==> src/rtl/vedic_mult4_seq.sv <==
// vedic_mult4_seq: sequential 4x4 Urdhva Tiryagbhyam multiplier, one product column per cycle
module vedic_mult4_seq (
    input  logic       clk,
    input  logic       rst,
    input  logic       start,
    input  logic [3:0] a,
    input  logic [3:0] b,
    output logic [7:0] p,
    output logic       busy,
    output logic       done
);
    typedef enum logic [1:0] {IDLE, CALC, DONE} state_t;
    state_t     state_q, state_d;
    logic [3:0] a_q, a_d, b_q, b_d;
    logic [7:0] p_q, p_d;
    logic [2:0] carry_q, carry_d, col_q, col_d, col_sum;
    logic [3:0] s;
    logic [3:0] pp [4];
    // partial products come from a NOR-of-inverted-inputs AND stage
    for (genvar i = 0; i < 4; i++) begin : g_pp
        assign pp[i] = ~(~{4{a_q[i]}} | ~b_q);
    end
    always_comb begin
        col_sum = 3'd0;
        for (int r = 0; r < 4; r++)
            for (int c = 0; c < 4; c++)
                col_sum = (3'(r + c) == col_q) ? col_sum + {2'b00, pp[r][c]} : col_sum;
        s = {1'b0, carry_q} + {1'b0, col_sum};
    end
    always_comb begin
        state_d = state_q;
        a_d     = a_q;
        b_d     = b_q;
        p_d     = p_q;
        carry_d = carry_q;
        col_d   = col_q;
        case (state_q)
            IDLE: if (start) begin
                a_d     = a;
                b_d     = b;
                p_d     = 8'h00;
                carry_d = 3'd0;
                col_d   = 3'd0;
                state_d = CALC;
            end
            CALC: begin
                p_d[col_q] = s[0];
                carry_d    = s[3:1];
                col_d      = (col_q == 3'd6) ? 3'd0 : col_q + 3'd1;
                if (col_q == 3'd6) begin
                    p_d[7]  = s[1];
                    state_d = DONE;
                end
            end
            DONE:    state_d = IDLE;
            default: state_d = IDLE;
        endcase
    end
    always_ff @(posedge clk or posedge rst) begin
        if (rst) begin
            state_q <= IDLE;
            a_q     <= 4'h0;
            b_q     <= 4'h0;
            p_q     <= 8'h00;
            carry_q <= 3'd0;
            col_q   <= 3'd0;
        end else begin
            state_q <= state_d;
            a_q     <= a_d;
            b_q     <= b_d;
            p_q     <= p_d;
            carry_q <= carry_d;
            col_q   <= col_d;
        end
    end
    assign p    = p_q;
    assign busy = (state_q == CALC);
    assign done = (state_q == DONE);
endmodule

==> config.mk <==
export PLATFORM = sky130hd
export DESIGN_NAME = vedic_mult4_seq
export DESIGN_NICKNAME = d
export VERILOG_FILES = /design/src/rtl/vedic_mult4_seq.sv
export SDC_FILE = /design/constraint.sdc
export NUM_CORES = 1
export LEC_CHECK = 0
export CORE_ASPECT_RATIO = 0.9
export CORE_MARGIN = 1.5
export CORE_UTILIZATION = 36
export DETAILED_ROUTE_END_ITERATION = 12
export SYNTH_ARGS = -nofsm -noshare
export SYNTH_HDL_FRONTEND = slang
export SYNTH_SLANG_ARGS = --single-unit
==> constraint.sdc <==
create_clock -name clk -period 33.1 [get_ports clk]
set_input_delay 6.62 -clock clk [delete_from_list [all_inputs] [get_ports clk]]
set_output_delay 6.62 -clock clk [all_outputs]
set_load 0.005 [all_outputs]
Word level (Yosys, flattened, before mapping)
Index checks and enable logic that the tools add are counted.

word-level totals
  flip-flop bits (word level) = 24
  input bits = 11
  output and inout port bits = 10
  logic and storage cells = 85

operators by class
  add/subtract/negate cells = 17
  order comparisons = 2
  equal/unequal tests = 11
  mux-type cells = 29
  bitwise gates (word level) = 13
  reduce and logical (&&, ||, !) cells = 7

operators with widths
  operator                                                            number
  2-to-1 mux 3 bit                                                    16
  adder 3 x 1 -> 3 bit                                                13
  NOT 4 bit                                                           9
  OR 4 bit                                                            4
  case mux 8 bit (2 select lines)                                     1
  case mux 3 bit (2 select lines)                                     2
  == test 3 bit (first input constant)                                3
  bitwise mux 8 bit                                                   1
  2-to-1 mux 8 bit                                                    1
  == test 2 x 3 -> 1 bit (first input constant)                       2
  2-to-1 mux 2 bit                                                    3
  AND reduction 2 bit                                                 3
  adder 3 x 3 -> 4 bit                                                1
  less-than comparator 3 x 4 -> 1 bit (second input constant)         1
  case mux 2 bit (2 select lines)                                     1
  adder 2 x 1 -> 3 bit                                                1
  adder 3 x 1 -> 3 bit (second input constant)                        1
  demux 1 bit (select 3 bit)                                          1
  == test 1 x 3 -> 1 bit (first input constant)                       1
  == test 3 bit (second input constant)                               1
  greater-or-equal comparator 3 x 1 -> 1 bit (second input constant)  1
  logical NOT 3 bit                                                   1
  2-to-1 mux 1 bit                                                    3
  adder 1 x 1 -> 2 bit                                                1
  other kinds (7)                                                     7

Logic depth before layout (Yosys ltp)
Gate-level depths: netlist (run 1).

  word-level depth = 38
  gate-level depth with buffers = 62
  depth with buffers taken out = 59

Worst setup path after synthesis (run 1)
Ideal clock, no wire load.

  path kind = register to register
  from = register col_q[0]
  to = register p_q[7], in the netlist p[7]
  library setup time = 83 ps
  arrival time = 10812 ps
  required time = 33017 ps
  slack = 22205 ps
  stages on the path, launching flop included = 61
  path buffers = 3
  period minus slack after synthesis = 10895 ps
  cell sequence = dfrtp_1 -> buf_2 -> buf_2 -> clkbuf_1 -> nor3_1 -> nor2b_1 -> ha_1 -> a21oi_1 -> nor3_1 -> ha_1 -> nand2_1 -> o21ai_0 -> a21oi_1 -> nor2_1 -> ha_1 -> ha_1 -> nand2_1 -> o31ai_1 -> (+25 left out) -> o21ai_0 -> ha_1 -> nand2_1 -> o21ai_1 -> o21bai_1 -> ha_1 -> mux2_2 -> a21o_1 -> ha_1 -> mux2_2 -> ha_1 -> o22ai_1 -> nand2_1 -> o21ai_1 -> fa_1 -> nand2_1 -> o21ai_0 -> o21ai_0

on the way
  word-level cells in the longest chain between the ends = 36
  elaborated cells between the ends (all ways) = 48
  those cells by class = add/sub (16); order compare (2); eq/ne (7); mux (21); reduce/logical (2)

ends and longest elaborated chain
  element                              RTL line  text
  start, declared                      16        logic [2:0] carry_q, carry_d, col_q, col_d, col_sum;
  start signal, assigned               73        col_q <= col_d;
  logical NOT 3 bit                    27        col_sum = (3'(r + c) == col_q) ? col_sum + {2'b00, pp[r][c]} : col_sum;
  2-to-1 mux 1 bit                     27
  adder 1 x 1 -> 2 bit                 27
  2-to-1 mux 2 bit                     27
  adder 2 x 1 -> 3 bit                 27
  2-to-1 mux 3 bit                     27
  adder 3 x 1 -> 3 bit                 27
  2-to-1 mux 3 bit                     27
  (+20 left out)                       --
  adder 3 x 1 -> 3 bit                 27
  2-to-1 mux 3 bit                     27
  adder 3 x 1 -> 3 bit                 27
  2-to-1 mux 3 bit                     27
  adder 3 x 3 -> 4 bit                 28        s = {1'b0, carry_q} + {1'b0, col_sum};
  bitwise mux 8 bit                    47        p_d[col_q] = s[0];
  2-to-1 mux 1 bit (*)                 50        if (col_q == 3'd6) begin
  case mux 8 bit (2 select lines) (*)  37        case (state_q)
  end signal, assigned                 71        p_q <= p_d;
  end, declared                        15        logic [7:0] p_q, p_d;

Mark *: on every way between the ends. The rest lies on a longest branch, timed or not.
A chain may end at the register's enable or synchronous reset.

Worst setup path in the final report (run 1)
  from = register col_q[1]
  to = register p_q[7], in the netlist p[7]

Same word-level chain as after synthesis.

==> impl_metrics.toml, run 1 <==
[global_routing]
grt_pass1_vias = 2116
grt_pass1_wl_microns = 10730
antenna_found_initial = 0
grt-ovfl-total = 0
grt_max_degree = 32
grt_util_all_layers = 0.1851

[sta]
tns_ns = 0
period_minus_slack_ns = 12.04
whs_ns = 0.5087
setup_viol = 0
period_share = 0.3639
rsz0062_at_grt = "no"
final_max_slew_viol_count = 0
finalClockSkew_ns = 0.007295
relSlewSlack = 0.3664
fmax_ghz = 0.08303
tightest_slew_ns = 0.9493
hold_viol = 0

[routing]
ant_nets = 0
via_per_inst = 5.479
drcViolationCount = 0
finalWirelength_microns = 6352
routedWlPerCell_microns = 15.53
drtIter0Drc = 153
vias = 2241
drt-pass1-iter-count = 4

[synthesis]
syn-cell-area_sq_um = 2445
synthCells = 312
synth-edff-count = 0
ys.flop_type = "dfrtp_1"
synth.ff_latch_count = 24
ys_async_sr_fraction = 1.000
synth.distinct_cells = 51
yosysMostFrequentCell = "nand2_1"
ys_seq_area_frac = 0.2456
synth_nets = 357
ys_warn_count = 0
synth_common_cells = "nand2_1 (56), ha_1 (33), dfrtp_1 (24)"
synth.avg_cell_area_sq_um = 7.836
synth.area.top_cells = "dfrtp_1 (25%), ha_1 (17%), nand2_1 (8.6%)"
yosysTopAreaCellShare = 0.2456
yosysTopAreaCell = "dfrtp_1"

[clock_tree]
postCtsSetupRepairBufs = 0
h-tree-depth = 1
clockBufferDepth = 2
clk_pin_slew_worst_paths_ns = 0.10
numClockSinks = 24
cts_tree = "built"
insertion_delay_ns = 0.28
cts_root_buffer = "clkbuf_8"
cts_resized = 0
ctsHoldBuffers = 0
cts_made_buffers = 3

[power_and_ir_drop]
p_per_area_nw_per_um2 = 101.7
switching_share = 0.5069
clockPowerShare = 0.096
leakage_nw = 1.356
p_int_uw = 138.3
p_total_uw = 280.5
switching_power_uw = 142.2
combPwrFrac = 0.706
p_seq_frac = 0.198
ir_worst_vdd_v = 0.00004511

[critical_path]
crit_slowest_cell = "dfrtp_1"
required_ns = 33.31
cpMostUsedCell = "ha_1"
cpPeakStageDelay_ns = 0.66
crit_fanout = 23
path_class = "register to register"
critPathLaunchType = "register"
critPathCaptureType = "register"
arrival_ns = 12.25

[layout]
utilization = 0.4187
areaGrowthSynthToFinish_pct = 12.79
nets = 365
drive_gt1_frac = 0.04702
diodes = 0
stdcell_count = 409

[die]
io-pin-count = 21
row_count = 28
die_x_microns = 89.87
core_sq_um = 6586
initial_core_util = 0.3712
fp.dieH_microns = 81.18
die_area_sq_um = 7295

[place]
port_buffers = 20
place_congestion = 0.8502
place_hpwl_microns = 4625
dp.cells = 405

[worst_hold_path]
hold_path.class = "register to register"

[status]
outcome = "completed"

[run]
cap_viol_max_count = 0
-- kinds of logic (layout without fill, tap and decap cells) --
group                    count (synthesis)  count (layout)  share of synthesized area
AO/OA/AOI/OAI                           80              80                     0.2180
XOR/XNOR                                 7               7                    0.02508
flip-flops                              24              24                     0.2457
buffers and inverters                   33              40                    0.05681
adder cells (fa/ha/maj)                 34              34                     0.1771
AND/OR/NAND/NOR                        128             128                     0.2508
multiplexers                             6               6                    0.02661
-- final timing paths --
kind / endpoint / cells after the start / start / slack (ns)
max: p[7] / 57 / col_q[1] / 21.06
max in group asynchronous: col_q[0] / 2 / rst / 25.68
min: p[4] / 2 / p[4] / 0.51
min in group asynchronous: col_q[1] / 2 / rst / 6.85
min reg2reg: p[4] / 2 / p[4] / 0.51
max reg2reg: p[7] / 57 / col_q[1] / 21.06
-- metal layers --
layer,share of wire,vias up,GRT usage
met5,0,-,0
met4,0.0072,0,0.04603
met3,0.038,4,0.02528
met2,0.46,45,0.3053
met1,0.50,1069,0.2571
li1,-,1123,-
-- power by group through the flow --
stage          registers (mW)  clock network [mW]  logic (mW)
2_1_floorplan          0.0492                   0       0.152
3_3_place_gp           0.0556                   0       0.191
3_5_place_dp           0.0560                   0       0.195
4_1_cts                0.0553              0.0280       0.197
5_1_grt                0.0576              0.0285       0.226
6_report               0.0556              0.0269       0.198
-- area by class of cell --
type / count / area, sq um
fill: 704 / 3829
multi-input combinational: 255 / 1705
sequential: 24 / 600.6
timing repair buffer: 22 / 215.2
tap: 90 / 112.6
inverter: 14 / 52.55
clock buffer: 3 / 41.29
clock inverter: 1 / 30.03
-- stage by stage --
stage | cell area, sq um | setup slack (ns)
after floorplan | 2445 | 22.21
after global placement | 2686 | 21.35
after detailed placement | 2686 | 21.13
after CTS | 2758 | 21.08
after global routing | 2758 | 20.17
final | 2758 | 21.06
-- state kept, by name, summed over array words and instances (netlist names) --
| name | count |
|---|---|
| a_q | 4 |
| b_q | 4 |
| carry_q | 3 |
| col_q | 3 |
| p | 8 |
| state_q | 2 |
-- layout by cell type, fill, tap and decap left out, types with 7 or more instances in the layout --
cell type	netlist	layout
a21oi_1	10	10
a22oi_1	7	7
and2_1	17	17
clkdlybuf4s50_1	0	20
dfrtp_1	24	24
ha_1	33	33
inv_1	13	13
nand2_1	56	56
nand3_1	13	13
nor2_1	20	20
o21ai_0	20	20
-- worst max-delay path: cells and delay by family (launching register included) --
kind	cells	cell delay, ns
buffers and inverters	1	0.07
flip-flops	1	0.66
AO/OA/AOI/OAI	23	3.54
AND/OR/NAND/NOR	13	1.55
adder cells (fa/ha/maj)	17	5.34
multiplexers	3	0.82
No activity file was read; power rests on OpenSTA's default activity.
==> run 2, diff against run 1 <==
Clock period 33.1 ns to 12.05 ns, I/O delays scaled along.
==> impl_metrics.toml, run 2 (synthesis results as in run 1) <==
[status]
outcome = "completed"

[worst_hold_path]
min_path_cells = 2
hold_path.class = "register to register"

[global_routing]
grt_pass1_wl_microns = 10700
grt_max_degree = 32
grt-ovfl-total = 0
antenna_found_initial = 0
grt_util_all_layers = 0.1834
grt_pass1_vias = 2174

[routing]
drt-pass1-iter-count = 4
routedWlPerCell_microns = 15.27
drtIter0Drc = 199
ant_nets = 0
finalWirelength_microns = 6305
via_per_inst = 5.409
vias = 2234
drcViolationCount = 0

[sta]
relSlewSlack = 0.3796
period_share = 0.9297
rsz0062_at_grt = "no"
tns_ns = 0
tightest_slew_ns = 0.9296
timing.final.ws_setup_ns = 0.8475
period_minus_slack_ns = 11.20
finalClockSkew_ns = 0.01383
hold_viol = 0
final_max_slew_viol_count = 0
setup_viol = 0
fmax_ghz = 0.08927

[power_and_ir_drop]
p_seq_frac = 0.185
switching_power_uw = 391.1
clockPowerShare = 0.097
ir_worst_vdd_v = 0.0001282
leakage_nw = 1.378
p_per_area_nw_per_um2 = 278.6
switching_share = 0.5027
combPwrFrac = 0.717
p_int_uw = 386.9

[critical_path]
required_ns = 12.26
critPathCaptureType = "register"
r2r_cells = 57
crit_fanout = 7
path_depth = 57
cp_top_family = "adder cells"
critPathLaunchType = "register"
cpMostUsedCell = "ha_1"
crit_slowest_cell = "dfrtp_1"
cpPeakStageDelay_ns = 0.50
path_class = "register to register"
arrival_ns = 11.41
cp_num_buf_inv = 1

[layout]
multiInputGateArea_sq_um = 1710
drive_gt1_frac = 0.06192
areaGrowthSynthToFinish_pct = 14.23
largest_reg_flops = 8
diodes = 0
nets = 369
fillers = 713
final_common_cell = "nand2_1"
stdcell_count = 413
regArea_sq_um = 600.6
final_cell_mix = "nand2_1 (56), ha_1 (33), dfrtp_1 (24)"

[die]
row_count = 28
die_x_microns = 89.87
io-pin-count = 21
initial_core_util = 0.3712
core_sq_um = 6586
fp.dieH_microns = 81.18
die_area_sq_um = 7295

[place]
dp.cells = 408
dpl_worst_slack_ns = 0.8141
place_hpwl_microns = 4589
place_congestion = 0.8428
port_buffers = 20

[clock_tree]
ctsHoldBuffers = 0
cts_made_buffers = 3
cts_root_buffer = "clkbuf_8"
clk_pin_slew_worst_paths_ns = 0.11
numClockSinks = 24
insertion_delay_ns = 0.29
clockBufferDepth = 2
h-tree-depth = 1
cts_tree = "built"

[run]
cap_viol_max_count = 0
[run 2: cell count changes in the layout (fill, tap and decap cells not counted), sizes merged]
| cell | before | now |
|---|---|---|
| buf | 2 | 6 |
[run 2: metal layers]
| layer | vias to the layer above | share of wire | GRT usage |
|---|---|---|---|
| li1 | 1128 | - | - |
| met1 | 1048 | 0.50 | 0.2514 |
| met2 | 51 | 0.45 | 0.3115 |
| met3 | 7 | 0.044 | 0.02528 |
| met4 | 0 | 0.0086 | 0.03651 |
| met5 | - | 0 | 0 |
[run 2: power by group through the flow]
stage	registers, mW	clock network [mW]	logic (mW)
finish	0.144	0.0755	0.558
floorplan	0.135	0	0.418
CTS	0.143	0.0768	0.554
global placement	0.145	0	0.543
detailed placement	0.145	0	0.547
global route	0.148	0.0796	0.638
[run 2: repair_timing]
item	CTS	global route
gates resized for setup	0	2
buffers inserted	0	1
endpoints found under the hold margin	0	0
endpoints found under the setup margin	0	4
[run 2: worst paths after layout]
path	start	to	slack [ns]
max in group asynchronous	rst	a_q[1]	8.85
min in group asynchronous	rst	p[3]	2.62
setup / recovery	b_q[0]	carry_q[1]	0.85
hold / removal	p[0]	p[0]	0.51
setup reg to reg	b_q[0]	carry_q[1]	0.85
hold reg to reg	p[0]	p[0]	0.51
[run 2: metrics by stage]
stage / hold slack, ns / utilization / power (mW) / cell area, sq um
6_report: 0.5103 / 0.4240 / 0.7780 / 2793
5_1_grt: 0.5556 / 0.4240 / 0.8659 / 2793
4_1_cts: 0.5153 / 0.4221 / 0.7738 / 2780
3_5_place_dp: 0.4879 / 0.4113 / 0.6921 / 2709
3_3_place_gp: 0.4852 / 0.4113 / 0.6882 / 2709
2_1_floorplan: 0.4756 / - / 0.5527 / 2445
[run 2: cell type report]
type,count,share of cell area
well taps,90,0.04032
inverters,14,0.01882
repair buffers,26,0.08781
clock buffers,3,0.01478
multi-input cells,255,0.6125
flip-flops and latches,24,0.2151
clock inverters,1,0.01075
[run 2: worst register-to-register path: cells and delay by family (launching register included)]
family                   cells  cell delay [ns]
buffers and inverters        1             0.07
XOR/XNOR                     3             0.51
multiplexers                 3             0.80
adder cells (fa/ha/maj)     17             4.96
flip-flops                   1             0.50
AO/OA/AOI/OAI               22             3.27
AND/OR/NAND/NOR             11             1.03
